$ cat src/rtl/pattern_sequencer_pkg.sv
// Shared types for the pattern sequencer.
// - mode_t : 2-bit playback mode (forward, reverse, ping-pong, one-shot)
// - dir_t  : ping-pong travel direction
package sequencer_pkg;

  typedef enum logic [1:0] {
    MODE_FWD     = 2'b00,
    MODE_REV     = 2'b01,
    MODE_PING    = 2'b10,
    MODE_ONESHOT = 2'b11
  } mode_t;

  typedef enum logic {
    DIR_UP   = 1'b0,
    DIR_DOWN = 1'b1
  } dir_t;

endpackage

$ cat src/rtl/pattern_sequencer_channel.sv
// seq_channel: one record/playback channel.
// Holds the pattern memory, the recorded-length counter, the playback
// pointer/direction/one-shot FSM and the registered step output.
// Ports:
//   clock, Reset      : system clock, async active-low reset
//   step_tick         : playback advance strobe
//   wr_en, wr_data    : append one step (already edge-qualified by the top)
//   clr               : empty this channel
//   run, mode         : playback enable and step rule
//   display           : registered current step (0 when idle)
//   len               : number of recorded steps
//   playing           : actively stepping
//
// state                | meaning
// idle (run=0)         | ptr=0, dir=up, done=0, display forced to 0
// arm (run just rose)  | ptr loaded with start step, tick ignored
// step, dir=DIR_UP     | advancing toward len-1
// step, dir=DIR_DOWN   | ping-pong returning toward 0
// done                 | one-shot finished, holds last step until run falls/clear
module seq_channel
  import sequencer_pkg::*;
#(
  parameter int WORD_SIZE    = 2,
  parameter int ADDRESS_SIZE = 4,
  parameter int MEMORY_QTY   = 16
) (
  input  logic                  clock,
  input  logic                  Reset,
  input  logic                  step_tick,
  input  logic                  wr_en,
  input  logic [WORD_SIZE-1:0]  wr_data,
  input  logic                  clr,
  input  logic                  run,
  input  mode_t                 mode,
  output logic [WORD_SIZE-1:0]  display,
  output logic [ADDRESS_SIZE:0] len,
  output logic                  playing
);

  localparam logic [ADDRESS_SIZE:0]   LEN_FULL = (ADDRESS_SIZE+1)'(MEMORY_QTY);
  localparam logic [ADDRESS_SIZE:0]   LEN_ONE  = (ADDRESS_SIZE+1)'(1);
  localparam logic [ADDRESS_SIZE-1:0] PTR_ONE  = ADDRESS_SIZE'(1);

  logic [WORD_SIZE-1:0]    mem [MEMORY_QTY];
  logic [ADDRESS_SIZE-1:0] ptr;
  dir_t                    dir;
  logic                    done;
  logic                    run_q;
  logic [ADDRESS_SIZE:0]   len_m1;
  logic [ADDRESS_SIZE:0]   ptr_ext;
  logic                    has_steps;
  logic                    at_end;
  logic                    wr_ok;

  // len-1 is kept at full len width so the compare against ptr never truncates
  assign has_steps = (len != '0);
  assign len_m1    = len - LEN_ONE;
  assign ptr_ext   = {1'b0, ptr};
  assign at_end    = (ptr_ext >= len_m1);
  assign wr_ok     = wr_en & ~clr & (len != LEN_FULL);
  assign playing   = run & has_steps & ~done;

  // Memory is never reset; len gates what can be shown.
  always_ff @(posedge clock) begin
    if (wr_ok) begin
      mem[len[ADDRESS_SIZE-1:0]] <= wr_data;
    end
  end

  always_ff @(posedge clock or negedge Reset) begin
    if (!Reset) begin
      len     <= '0;
      ptr     <= '0;
      dir     <= DIR_UP;
      done    <= 1'b0;
      run_q   <= 1'b0;
      display <= '0;
    end else begin
      run_q <= run;
      // run_q term delays the first shown step to one cycle after the run rise
      display <= (run && run_q && has_steps) ? mem[ptr] : '0;

      if (wr_ok) begin
        len <= len + LEN_ONE;
      end

      if (clr) begin
        len  <= '0;
        ptr  <= '0;
        dir  <= DIR_UP;
        done <= 1'b0;
      end else if (!run) begin
        ptr  <= '0;
        dir  <= DIR_UP;
        done <= 1'b0;
      end else if (!run_q) begin
        dir  <= DIR_UP;
        done <= 1'b0;
        ptr  <= (mode == MODE_REV && has_steps) ? len_m1[ADDRESS_SIZE-1:0] : '0;
      end else if (step_tick && has_steps && !done) begin
        case (mode)
          MODE_FWD: begin
            ptr <= at_end ? '0 : ptr + PTR_ONE;
          end
          MODE_REV: begin
            ptr <= (ptr == '0) ? len_m1[ADDRESS_SIZE-1:0] : ptr - PTR_ONE;
          end
          MODE_PING: begin
            if (len == LEN_ONE) begin
              ptr <= '0;
            end else if (dir == DIR_UP) begin
              if (at_end) begin
                dir <= DIR_DOWN;
                ptr <= ptr - PTR_ONE;
              end else begin
                ptr <= ptr + PTR_ONE;
              end
            end else begin
              if (ptr == '0) begin
                dir <= DIR_UP;
                ptr <= PTR_ONE;
              end else begin
                ptr <= ptr - PTR_ONE;
              end
            end
          end
          MODE_ONESHOT: begin
            if (at_end) begin
              done <= 1'b1;
            end else begin
              ptr <= ptr + PTR_ONE;
            end
          end
          default: begin
            ptr <= ptr;
          end
        endcase
      end
    end
  end

endmodule

$ cat src/rtl/pattern_sequencer.sv
// pattern_sequencer: multi-channel record/playback step sequencer.
// Ports:
//   clock, Reset   : system clock, async active-low reset
//   step_tick      : shared playback advance strobe
//   store          : debounced store level (edge-detected here)
//   clear          : empties the selected channel
//   channel_sel    : channel addressed by store/clear/status
//   sequence_word  : step value to record (`sequence` is a reserved word)
//   mode, run      : playback mode and enable, shared by all channels
//   display        : per-channel current step, channel n at [n*WORD_SIZE +: WORD_SIZE]
//   length, full   : recorded length of the selected channel and its full flag
//   playing        : per-channel stepping flag
//   store_ack      : pulses the cycle after an accepted store
module pattern_sequencer
  import sequencer_pkg::*;
#(
  parameter int WORD_SIZE    = 2,
  parameter int ADDRESS_SIZE = 4,
  parameter int MEMORY_QTY   = 16,
  parameter int CHANNELS     = 2,
  parameter int CH_BITS      = 1
) (
  input  logic                          clock,
  input  logic                          Reset,
  input  logic                          step_tick,
  input  logic                          store,
  input  logic                          clear,
  input  logic [CH_BITS-1:0]            channel_sel,
  input  logic [WORD_SIZE-1:0]          sequence_word,
  input  logic [1:0]                    mode,
  input  logic                          run,
  output logic [CHANNELS*WORD_SIZE-1:0] display,
  output logic [ADDRESS_SIZE:0]         length,
  output logic                          full,
  output logic [CHANNELS-1:0]           playing,
  output logic                          store_ack
);

  localparam logic [ADDRESS_SIZE:0] LEN_FULL = (ADDRESS_SIZE+1)'(MEMORY_QTY);

  logic                  store_q;
  logic                  store_edge;
  logic                  store_take;
  logic [ADDRESS_SIZE:0] len_all [CHANNELS];
  logic [ADDRESS_SIZE:0] len_sel;
  logic [CHANNELS-1:0]   sel_hit;
  logic [CHANNELS-1:0]   wr_vec;
  logic [CHANNELS-1:0]   clr_vec;

  always_comb begin
    len_sel = '0;
    sel_hit = '0;
    for (int i = 0; i < CHANNELS; i++) begin
      if (channel_sel == CH_BITS'(i)) begin
        len_sel    = len_all[i];
        sel_hit[i] = 1'b1;
      end
    end
  end

  // Clear beats a coincident store; a full or unmapped channel drops it.
  assign store_edge = store & ~store_q;
  assign store_take = store_edge & ~clear & (|sel_hit) & (len_sel != LEN_FULL);
  assign wr_vec     = sel_hit & {CHANNELS{store_take}};
  assign clr_vec    = sel_hit & {CHANNELS{clear}};

  assign length = len_sel;
  assign full   = (len_sel == LEN_FULL);

  always_ff @(posedge clock or negedge Reset) begin
    if (!Reset) begin
      store_q   <= 1'b0;
      store_ack <= 1'b0;
    end else begin
      store_q   <= store;
      store_ack <= store_take;
    end
  end

  for (genvar g = 0; g < CHANNELS; g++) begin : g_ch
    seq_channel #(
      .WORD_SIZE   (WORD_SIZE),
      .ADDRESS_SIZE(ADDRESS_SIZE),
      .MEMORY_QTY  (MEMORY_QTY)
    ) u_ch (
      .clock    (clock),
      .Reset    (Reset),
      .step_tick(step_tick),
      .wr_en    (wr_vec[g]),
      .wr_data  (sequence_word),
      .clr      (clr_vec[g]),
      .run      (run),
      .mode     (mode_t'(mode)),
      .display  (display[g*WORD_SIZE +: WORD_SIZE]),
      .len      (len_all[g]),
      .playing  (playing[g])
    );
  end

endmodule

$ cat config.mk
export PLATFORM = sky130hd
export DESIGN_NAME = pattern_sequencer
export DESIGN_NICKNAME = d
export VERILOG_FILES = /design/src/rtl/pattern_sequencer_pkg.sv /design/src/rtl/pattern_sequencer_channel.sv /design/src/rtl/pattern_sequencer.sv
export SDC_FILE = /design/constraint.sdc
export NUM_CORES = 1
export LEC_CHECK = 0
export ABC_AREA = 1
export CORE_UTILIZATION = 53
export CTS_BUF_LIST = sky130_fd_sc_hd__clkbuf_4 sky130_fd_sc_hd__clkbuf_8 sky130_fd_sc_hd__clkbuf_16
export DETAILED_ROUTE_END_ITERATION = 12
export GPL_TIMING_DRIVEN = 0
export PLACE_DENSITY_LB_ADDON = 0.3
export SYNTH_ARGS = -nofsm -noshare
export SYNTH_HDL_FRONTEND = slang
export SYNTH_SLANG_ARGS = --single-unit
export TNS_END_PERCENT = 1
$ cat constraint.sdc
create_clock -name clock -period 2.7 [get_ports clock]
set_input_delay 0.405 -clock clock [delete_from_list [all_inputs] [get_ports clock]]
set_output_delay 0.405 -clock clock [all_outputs]
set_load 0.01 [all_outputs]
==> results of run 1 <==
==> kinds of logic after synthesis <==
family | after synthesis | synth area share, %
compound gates | 123 | 13.1
flops | 93 | 50.4
fa+ha+maj | 23 | 5.48
xor+xnor | 13 | 2.17
simple gates | 269 | 22.0
buf+inv | 89 | 6.88
==> worst max-delay path by stage <==
stage	end	from	cells past startpoint	slack [ns]
floorplan	g_ch[0].u_ch.ptr[1]	g_ch[0].u_ch.len[0]	16	0.60
global placement	g_ch[0].u_ch.ptr[0]	g_ch[0].u_ch.len[0]	15	0.06
detailed placement	g_ch[0].u_ch.ptr[0]	g_ch[0].u_ch.len[0]	15	-0.02
CTS	playing[1]	g_ch[1].u_ch.len[0]	7	0.01
global route	playing[1]	g_ch[1].u_ch.len[1]	7	0.03
finish	playing[1]	g_ch[1].u_ch.len[1]	7	0.09
==> routing by layer <==
metal	share of wire [%]	vias up	GRT usage (%)	wire [um]
li1	-	2122	-	-
met1	45	2089	38.0	5650
met2	45	209	39.4	5720
met3	8.3	21	4.49	1050
met4	1.3	0	9.14	166
met5	0	-	0	0
==> cell usage in the layout, fill, tap and decap left out, types with 3 or more instances in the layout <==
cell type,count
sky130_fd_sc_hd__nor2_2,4
sky130_fd_sc_hd__nand2_2,4
sky130_fd_sc_hd__a31oi_1,4
sky130_fd_sc_hd__clkbuf_1,12
sky130_fd_sc_hd__xor2_1,7
sky130_fd_sc_hd__a211oi_1,3
sky130_fd_sc_hd__o221ai_1,4
sky130_fd_sc_hd__dfrtp_1,27
sky130_fd_sc_hd__o211ai_1,4
sky130_fd_sc_hd__nor2_1,79
sky130_fd_sc_hd__clkdlybuf4s50_1,21
sky130_fd_sc_hd__clkbuf_8,9
sky130_fd_sc_hd__xnor2_1,3
sky130_fd_sc_hd__nand3_1,39
sky130_fd_sc_hd__ha_1,22
sky130_fd_sc_hd__o21ai_1,8
sky130_fd_sc_hd__o21ai_0,59
sky130_fd_sc_hd__o22ai_1,13
sky130_fd_sc_hd__clkinv_4,3
sky130_fd_sc_hd__edfxtp_1,64
sky130_fd_sc_hd__nand2_1,124
sky130_fd_sc_hd__inv_2,6
sky130_fd_sc_hd__inv_1,60
sky130_fd_sc_hd__a21oi_1,22
sky130_fd_sc_hd__nor3_1,5
sky130_fd_sc_hd__buf_4,3
==> worst reg2reg max path, delay by kind of cell, from the launching register on <==
family / cells / cell delay (ns)
compound gates: 1 / 0.20
xor+xnor: 1 / 0.26
fa+ha+maj: 2 / 0.55
buf+inv: 2 / 0.22
flops: 1 / 0.45
simple gates: 9 / 0.79
==> per-stage QoR <==
stage | power, uW | hold slack (ns) | setup WS [ns] | TNS, ns | cell area (um^2)
floorplan | 1990 | 0.109 | 0.602 | 0 | 5260
global placement | 2150 | 0.554 | 0.0632 | 0 | 5640
detailed placement | 2170 | 0.558 | -0.0177 | -0.0238 | 5640
CTS | 3110 | 0.498 | 0.0112 | 0 | 5850
global route | 3250 | 0.124 | 0.0291 | 0 | 5860
finish | 3120 | 0.0813 | 0.0914 | 0 | 5860
==> registers in the layout, indices dropped and copies added, names as in the netlist <==
| name | flops |
|---|---|
| g_ch.u_ch.run_q | 1 |
| g_ch.u_ch.dir | 2 |
| g_ch.u_ch.len | 10 |
| store_ack | 1 |
| g_ch.u_ch.done | 2 |
| store_q | 1 |
| g_ch.u_ch.mem | 64 |
| g_ch.u_ch.display | 4 |
| g_ch.u_ch.ptr | 8 |
==> what timing repair did <==
action                                  4_1_cts  5_1_grt
gates resized for setup                       3        7
setup buffers                                 0        0
hold buffers                                  0        0
endpoints found under the setup margin        5        9
==> power groups by stage <==
| stage | Combinational (uW) | Sequential (uW) | Clock (uW) |
|---|---|---|---|
| floorplan | 391 | 1600 | 0 |
| global placement | 554 | 1600 | 0 |
| detailed placement | 570 | 1600 | 0 |
| CTS | 578 | 1570 | 962 |
| global route | 659 | 1580 | 1020 |
| finish | 589 | 1570 | 955 |
==> area by class of cell <==
type,instances,share of cell area [%]
sequential,93,45.2
multi-input combinational,428,38.9
inverter,70,4.61
timing repair buffer,22,3.67
tap,129,2.75
clock buffer,10,2.24
buffer,17,1.43
clock inverter,6,1.20
==> summary.md, run 1 <==
| Metric | Value |
|---|---|
| H-tree depth reported by CTS | `3` |
| Vias in the first global route | `4,196` |
| Sequence of cells on the critical path | `inv_1 > ha_2 > nand2_1 > nor2_2 > nor3_1 > buf_4 > clkdlybuf4s50_1` |
| Multi-input logic area | `2280 um^2` |
| Maximum clock skew at final layout | `0.00862 ns` |
| Required time of the critical path | `2.30 ns` |
| Starting density of the core | `55.8%` |
| Post-synth design cell area | `5260 um^2` |
| Prevailing post-synth register cell | `sky130_fd_sc_hd__edfxtp_1` |
| Antenna violations before repair | `0` |
| Total wire length | `12,600 um` |
| Dominant cell type by area after synthesis | `sky130_fd_sc_hd__edfxtp_1` |
| Arrival time reported for the critical path endpoint | `2.20 ns` |
| Internal power | `2190 uW` |
| Number of maximum-capacitance violations | `0` |
| Detailed router's first-iteration violation count | `392` |
| Sequential power share | `50.5%` |
| VDD IR max | `0.304 mV` |
| Cells after synthesis | `610` |
| Fmax | `383 MHz` |
| Vias | `4,441` |
| Number of filler cells placed in the layout | `782` |
| Nature of the critical path startpoint | `flop` |
| Global Route Usage Sum | `26.1%` |
| CP bufs+invs | `3` |
| Mean post-synth cell area | `8.61 um^2` |
| Static Leak | `0.00247 uW` |
| DRC errors left | `0` |
| Net Sw Power | `927 uW` |
| Routed length per instance | `16.2 um` |
| Total setup violations reported at the end of the flow | `0` |
| Die outline width | `102 um` |
| Clk sink count | `93` |
| Clock tree from TritonCTS | `done` |
| Height of the chip | `102 um` |
| Final number of hold-violating endpoints | `0` |
| Count of pins on the block boundary | `24` |
| Layout area overhead | `11.5%` |
| Async SR Flop Fraction | `31.2%` |
| Tcrit/Tclk final | `96.6%` |
| Crit Reg-Reg Endpoint | `g_ch[0].u_ch.ptr[1]` |
| CTS root buffer | `sky130_fd_sc_hd__clkbuf_8` |
| Remaining antenna violation count after routing | `0` |
| Register-to-Register Path Depth | `15` |
| # port buffers | `22` |
| Post-synth cell types | `42` |
| Synth cell count leaders | `sky130_fd_sc_hd__nand2_1 (124), sky130_fd_sc_hd__nor2_1 (80), sky130_fd_sc_hd__edfxtp_1 (64)` |
| Overall overflow remaining after global route | `0` |
| Reg-to-reg slack, setup | `0.17 ns` |
| Die Area | `10,300 um^2` |
| CP Capture Type | `output pin` |
| Yosys warning count | `0` |
| Std-Cell Rows | `35` |
| Slowest Stage Delay on Critical Path | `0.52 ns` |
| Wire length of the first global-routing pass | `20,300 um` |
| Power share of the clock group | `30.6%` |
| Ratio of total power to cell area | `532 nW/um^2` |
| Top cell family by delay on the critical path | `buffers and inverters` |
| Routability cong. | `0.888` |
| Cell types with the largest area share after synthesis | `sky130_fd_sc_hd__edfxtp_1 (37%), sky130_fd_sc_hd__dfrtp_1 (14%), sky130_fd_sc_hd__nand2_1 (8.9%), sky130_fd_sc_hd__nor2_1 (5.7%), sky130_fd_sc_hd__o21ai_0 (5.6%)` |
| Area share of the largest cell type after synthesis | `36.6%` |
| Net count, final | `675` |
| Largest net degree at the start of global routing | `33` |
| Post-DR vias/cell | `5.73` |
| Seq. cell area | `2650 um^2` |
| Layout cells sized above 1 | `8.36%` |
| Post-Synthesis Net Count | `644` |
| RSZ-0062 raised after global routing | `false` |
| Status | `finished clean` |
| Flop and latch count out of synthesis | `93` |
| Initial DRT Pass Iterations | `5` |
| Critical path fanouts, max | `6` |
| Power share of the combinational group | `18.9%` |
| Worst Setup Path Type | `reg -> out` |
| Total CTS buffers | `9` |
| Share of total power consumed by net switching | `29.7%` |
| Max clock buf depth | `2` |
| Most common cell in the netlist | `sky130_fd_sc_hd__nand2_1` |
| Number of antenna repair diodes | `0` |
| Clock slew seen by the registers of the worst setup and hold paths | `0.09 ns` |
| Fin cells | `775` |
| Worst-Skew Late Latency | `0.36 ns` |
| Post-synthesis sequential area ratio | `50.4%` |
| Final max-slew violation count | `0` |
| Slew HR | `26.1%` |
| Worst R2R Start | `g_ch[0].u_ch.len[0]` |
| Path category of the worst min-delay check | `in -> async` |
| Pin slew with the least headroom to its limit | `1.10 ns` |
| Final critical path time including I/O delays and setup | `2.61 ns` |
| Count of flip-flops with a built-in enable after synthesis | `64` |
| Detailed Place HPWL | `9150 um` |
| Number of cells in the design after placement | `761` |
| Slowest cell on crit path | `sky130_fd_sc_hd__clkdlybuf4s50_1` |
| Share of the core filled with cells | `62.2%` |
| Core Region | `9420 um^2` |
(Power assumes the default switching activity.)
==> run 2, diff against run 1 <==
Settings changed: CORE_UTILIZATION 53 to 61.
==> summary.md, run 2 (synthesis results as in run 1) <==
| Metric | Value |
|---|---|
| Nature of the critical path startpoint | `flop` |
| Status | `finished clean` |
| Total CTS buffers | `9` |
| Multi-input logic area | `2280 um^2` |
| Net Sw Power | `956 uW` |
| Fmax | `385 MHz` |
| Worst Setup Path Type | `reg -> out` |
| Post-DR vias/cell | `5.89` |
| Remaining antenna violation count after routing | `0` |
| Number of antenna repair diodes | `0` |
| Internal power | `2130 uW` |
| Seq. cell area | `2650 um^2` |
| H-tree depth reported by CTS | `3` |
| Count of pins on the block boundary | `24` |
| VDD IR max | `0.326 mV` |
| Number of flip-flops under the largest register name | `64` |
| Static Leak | `0.00246 uW` |
| Worst setup margin | `0.102 ns` |
| Routed length per instance | `16.4 um` |
| Overall overflow remaining after global route | `0` |
| Height of the chip | `94.8 um` |
| Initial DRT Pass Iterations | `6` |
| Max clock buf depth | `2` |
| Clock tree from TritonCTS | `done` |
| Total wire length | `12,300 um` |
| Worst-Skew Late Latency | `0.37 ns` |
| Vias in the first global route | `4,094` |
| CP Capture Type | `output pin` |
| Ratio of total power to cell area | `529 nW/um^2` |
| DRC errors left | `0` |
| Layout area overhead | `11.0%` |
| Final cell area excluding filler cells | `5830 um^2` |
| Critical path fanouts, max | `7` |
| Arrival time reported for the critical path endpoint | `2.19 ns` |
| Required time of the critical path | `2.30 ns` |
| Final max-slew violation count | `0` |
| Wire length of the first global-routing pass | `19,500 um` |
| Number of gates given a new drive strength after cts | `1` |
| Buffers inserted during post-CTS setup optimization | `0` |
| Setup TNS Final | `0 ns` |
| Tcrit/Tclk final | `96.2%` |
| Die outline width | `94.8 um` |
| Starting density of the core | `63.6%` |
| Maximum clock skew at final layout | `0.0146 ns` |
| Slew HR | `26.1%` |
| CTS root buffer | `sky130_fd_sc_hd__clkbuf_8` |
| Pin slew with the least headroom to its limit | `1.10 ns` |
| Number of maximum-capacitance violations | `0` |
| Power share of the clock group | `29.9%` |
| Layout cells sized above 1 | `8.82%` |
| Most frequent cells in the layout | `sky130_fd_sc_hd__nand2_1 (123), sky130_fd_sc_hd__nor2_1 (79), sky130_fd_sc_hd__edfxtp_1 (64)` |
| Clock slew seen by the registers of the worst setup and hold paths | `0.10 ns` |
| Global Route Usage Sum | `29.2%` |
| DP Area | `5610 um^2` |
| Sequential power share | `51.0%` |
| Clk sink count | `93` |
| Final critical path time including I/O delays and setup | `2.60 ns` |
| RSZ-0062 raised after global routing | `false` |
| Detailed router's first-iteration violation count | `463` |
| Leading cell type in the layout, fill and taps excluded | `sky130_fd_sc_hd__nand2_1` |
| Die Area | `8990 um^2` |
| Worst slack, placed | `0.0568 ns` |
| Routability cong. | `0.887` |
| Detailed Place HPWL | `9040 um` |
| # port buffers | `22` |
| Largest net degree at the start of global routing | `33` |
| Share of total power consumed by net switching | `31.0%` |
| Final Total Pwr | `3090 uW` |
| Core Region | `8260 um^2` |
| Path category of the worst min-delay check | `in -> async` |
| Net count, final | `675` |
| Number of filler cells placed in the layout | `629` |
| Vias | `4,426` |
| Std-Cell Rows | `33` |
| Total setup violations reported at the end of the flow | `0` |
| Hold-fix buffer count after cts | `0` |
| Antenna violations before repair | `0` |
| Power share of the combinational group | `19.1%` |
| Final number of hold-violating endpoints | `0` |
## run 2: layout make-up
| class | instances | share of cell area [%] |
|---|---|---|
| Inverter | 70 | 4.63 |
| Clock buffer | 10 | 2.36 |
| Tap cell | 105 | 2.25 |
| Timing Repair Buffer | 22 | 3.69 |
| Buffer | 17 | 1.44 |
| Sequential cell | 93 | 45.5 |
| Clock inverter | 6 | 1.03 |
| Multi-Input combinational cell | 428 | 39.1 |
## run 2: worst paths after layout
path,from,endpoint,slack [ns],cells past startpoint
max,g_ch[1].u_ch.len[0],playing[1],0.10,7
min,Reset,g_ch[1].u_ch.ptr[3],0.08,1
max reg2reg,g_ch[1].u_ch.len[0],g_ch[1].u_ch.ptr[0],0.26,16
min reg2reg,g_ch[0].u_ch.done,g_ch[0].u_ch.done,0.57,2
max in group asynchronous,Reset,g_ch[0].u_ch.len[1],2.10,1
min in group clock,store,store_q,0.50,1
## run 2: worst max-delay path: stages (launching register included)
cell	delay, ns
sky130_fd_sc_hd__dfrtp_2	0.47
sky130_fd_sc_hd__inv_2	0.15
sky130_fd_sc_hd__ha_2	0.27
sky130_fd_sc_hd__nand2_1	0.12
sky130_fd_sc_hd__nor2_2	0.16
sky130_fd_sc_hd__nor3_1	0.06
sky130_fd_sc_hd__buf_4	0.13
sky130_fd_sc_hd__clkdlybuf4s50_1	0.46
## run 2: metal layers
metal,wire length [um],vias to the layer above,track usage [%]
met4,156,0,9.85
met1,5400,2058,41.6
met2,5750,236,46.0
li1,-,2113,-
met3,1020,19,4.35
met5,0,-,0
## run 2: stage by stage
| stage | util (%) | hold WS (ns) | instances |
|---|---|---|---|
| 6_report | 70.7 | 0.0849 | 751 |
| 3_5_place_dp | 67.9 | 0.545 | 737 |
| 2_1_floorplan | - | 0.109 | 610 |
| 3_3_place_gp | 67.9 | 0.535 | 737 |
| 4_1_cts | 70.3 | 0.490 | 753 |
| 5_1_grt | 70.7 | 0.127 | 751 |
## run 2: power by group through the flow
stage	Combinational [uW]	Clock, uW	Sequential, uW
floorplan	391	0	1600
global placement	545	0	1600
detailed placement	567	0	1600
CTS	571	929	1570
global route	659	987	1580
finish	591	922	1570
==> run 3, diff against run 2 <==
Settings changed: CORE_ASPECT_RATIO from default to 1.75, CORE_UTILIZATION 61 to 64, DONT_BUFFER_PORTS from default to 1.
==> summary.md, run 3 (synthesis results as in run 1) <==
| Metric | Value |
|---|---|
| Status | `finished with violations` |
| Violated checks | `design-rule violations` |
| Core Region | `7960 um^2` |
| Count of pins on the block boundary | `24` |
| Number of flip-flops under the largest register name | `64` |
| Worst-Skew Late Latency | `0.35 ns` |
| Nature of the critical path startpoint | `flop` |
| Worst R2R Start | `g_ch[1].u_ch.len[0]` |
| Largest net degree at the start of global routing | `33` |
| Final-layout worst hold slack | `0.0860 ns` |
| CP bufs+invs | `3` |
| Clock slew seen by the registers of the worst setup and hold paths | `0.07 ns` |
| Total wire length | `13,400 um` |
| VDD IR max | `0.522 mV` |
| # port buffers | `0` |
| Post-DR vias/cell | `6.16` |
| Total setup violations reported at the end of the flow | `0` |
| Arrival time reported for the critical path endpoint | `2.77 ns` |
| Maximum clock skew at final layout | `0.0120 ns` |
| Tcrit/Tclk final | `94.7%` |
| Std-Cell Rows | `43` |
| Final critical path time including I/O delays and setup | `2.56 ns` |
| CP Capture Type | `flop` |
| Antenna violations before repair | `0` |
| CTS root buffer | `sky130_fd_sc_hd__clkbuf_16` |
| Die outline width | `70.5 um` |
| Overall overflow remaining after global route | `0` |
| Net count, final | `656` |
| Number of cells in the design after placement | `700` |
| Critical Path Most Common Cell | `sky130_fd_sc_hd__nand2_1` |
| Initial DRT Pass Iterations | `11` |
| Number of antenna repair diodes | `0` |
| First element of the critical path | `g_ch[1].u_ch.len[0]` |
| Starting density of the core | `66.0%` |
| Vias | `4,414` |
| Wire length of the first global-routing pass | `21,100 um` |
| Fmax | `391 MHz` |
| Fin cells | `717` |
| Max clock buf depth | `2` |
| DP Area | `5370 um^2` |
| Beginning of the worst hold path | `store` |
| Vias in the first global route | `4,453` |
| H-tree depth reported by CTS | `3` |
| Height of the chip | `122 um` |
| DRC errors left | `2` |
| RSZ-0062 raised after global routing | `true` |
| Layout area overhead | `8.79%` |
| Worst slack, placed | `0.0547 ns` |
| Slowest Stage Delay on Critical Path | `0.45 ns` |
| Ratio of total power to cell area | `596 nW/um^2` |
| Detailed Place HPWL | `9780 um` |
| Total CTS buffers | `9` |
| Final max-slew violation count | `0` |
| Worst setup margin | `0.143 ns` |
| Required time of the critical path | `2.91 ns` |
| Top cell family by delay on the critical path | `adder cells` |
| Path category of the worst min-delay check | `in -> reg` |
| Detailed router's first-iteration violation count | `445` |
| Final Total Pwr | `3410 uW` |
| Slew HR | `49.6%` |
| Clock tree from TritonCTS | `done` |
| Final number of hold-violating endpoints | `0` |
| Final cell area excluding filler cells | `5720 um^2` |
| Sequence of cells on the critical path | `inv_1 > ha_2 > xnor2_2 > ha_1 > nand2_1 > nand2_1 > nand2_1 > nand2_1 > nand2_2 > inv_2 > nand3_1 > o21ai_2 > inv_1 > nand3_1 > o21ai_1` |
| Global Route Usage Sum | `33.5%` |
| Critical path fanouts, max | `7` |
| Leading cell type in the layout, fill and taps excluded | `sky130_fd_sc_hd__nand2_1` |
| Clk sink count | `93` |
| Pin slew with the least headroom to its limit | `0.754 ns` |
| Worst Setup Path Type | `reg -> reg` |
| Most frequent cells in the layout | `sky130_fd_sc_hd__nand2_1 (124), sky130_fd_sc_hd__nor2_1 (80), sky130_fd_sc_hd__edfxtp_1 (64)` |
| Number of maximum-capacitance violations | `0` |
| Static Leak | `0.00244 uW` |
| Routability cong. | `0.971` |
| Layout cells sized above 1 | `7.81%` |
| Routed length per instance | `18.7 um` |
| Die Area | `8590 um^2` |
| Slowest cell on crit path | `sky130_fd_sc_hd__dfrtp_2` |
| Remaining antenna violation count after routing | `0` |
run 3: cell types whose count changed in the layout (fill, tap and decap cells not counted), moves of 2 or more:
cell / before / now
sky130_fd_sc_hd__dfrtp_1: 25 / 28
sky130_fd_sc_hd__inv_8: 3 / 1
sky130_fd_sc_hd__clkbuf_8: 10 / 0
sky130_fd_sc_hd__clkdlybuf4s50_1: 21 / 0
sky130_fd_sc_hd__clkbuf_16: 0 / 9
sky130_fd_sc_hd__dfrtp_2: 4 / 1
run 3: repair_timing:
action	in CTS	in global routing
hold buffers	2	0
hold endpoints to repair	29	0
setup buffers	0	0
endpoints found under the setup margin	0	7
gates resized for setup	0	5
run 3: routing by layer:
metal	vias to the layer above	track usage, %	wire length [um]
li1	2076	-	-
met1	2061	30.3	4280
met2	214	65.4	7550
met3	63	5.38	719
met4	0	24.2	876
met5	-	0	0
run 3: path summary, 6_finish.rpt:
kind / slack, ns / end / cells after the start
setup / recovery: 0.14 / g_ch[1].u_ch.ptr[0] / 15
min in group asynchronous: 0.52 / store_ack / 2
max in group asynchronous: 1.99 / g_ch[0].u_ch.ptr[2] / 2
hold reg to reg: 0.60 / g_ch[0].u_ch.done / 2
setup reg to reg: 0.14 / g_ch[1].u_ch.ptr[0] / 15
hold / removal: 0.09 / store_q / 0
run 3: cell type report:
class                           count  area, um^2
Fill cell                         598        2250
Clock inverter                      6        71.3
Clock buffer                       10         233
Multi-Input combinational cell    428        2260
Tap cell                           90         113
Inverter                           70         270
Sequential cell                    93        2650
Buffer                             18        87.6
Timing Repair Buffer                2        30.0
run 3: per-stage QoR:
step                TNS [ns]  utilization (%)
floorplan                  0                -
global placement           0             67.4
detailed placement         0             67.4
CTS                        0             71.6
global route          -0.109             71.8
finish                     0             71.8
run 3: report_power, final:
part / leakage [uW] / internal, uW / switching, uW / total (uW)
sequential: 0.000967 / 1550 / 28.9 / 1580
combinational: 0.00132 / 173 / 382 / 555
clock: 0.000148 / 736 / 541 / 1280
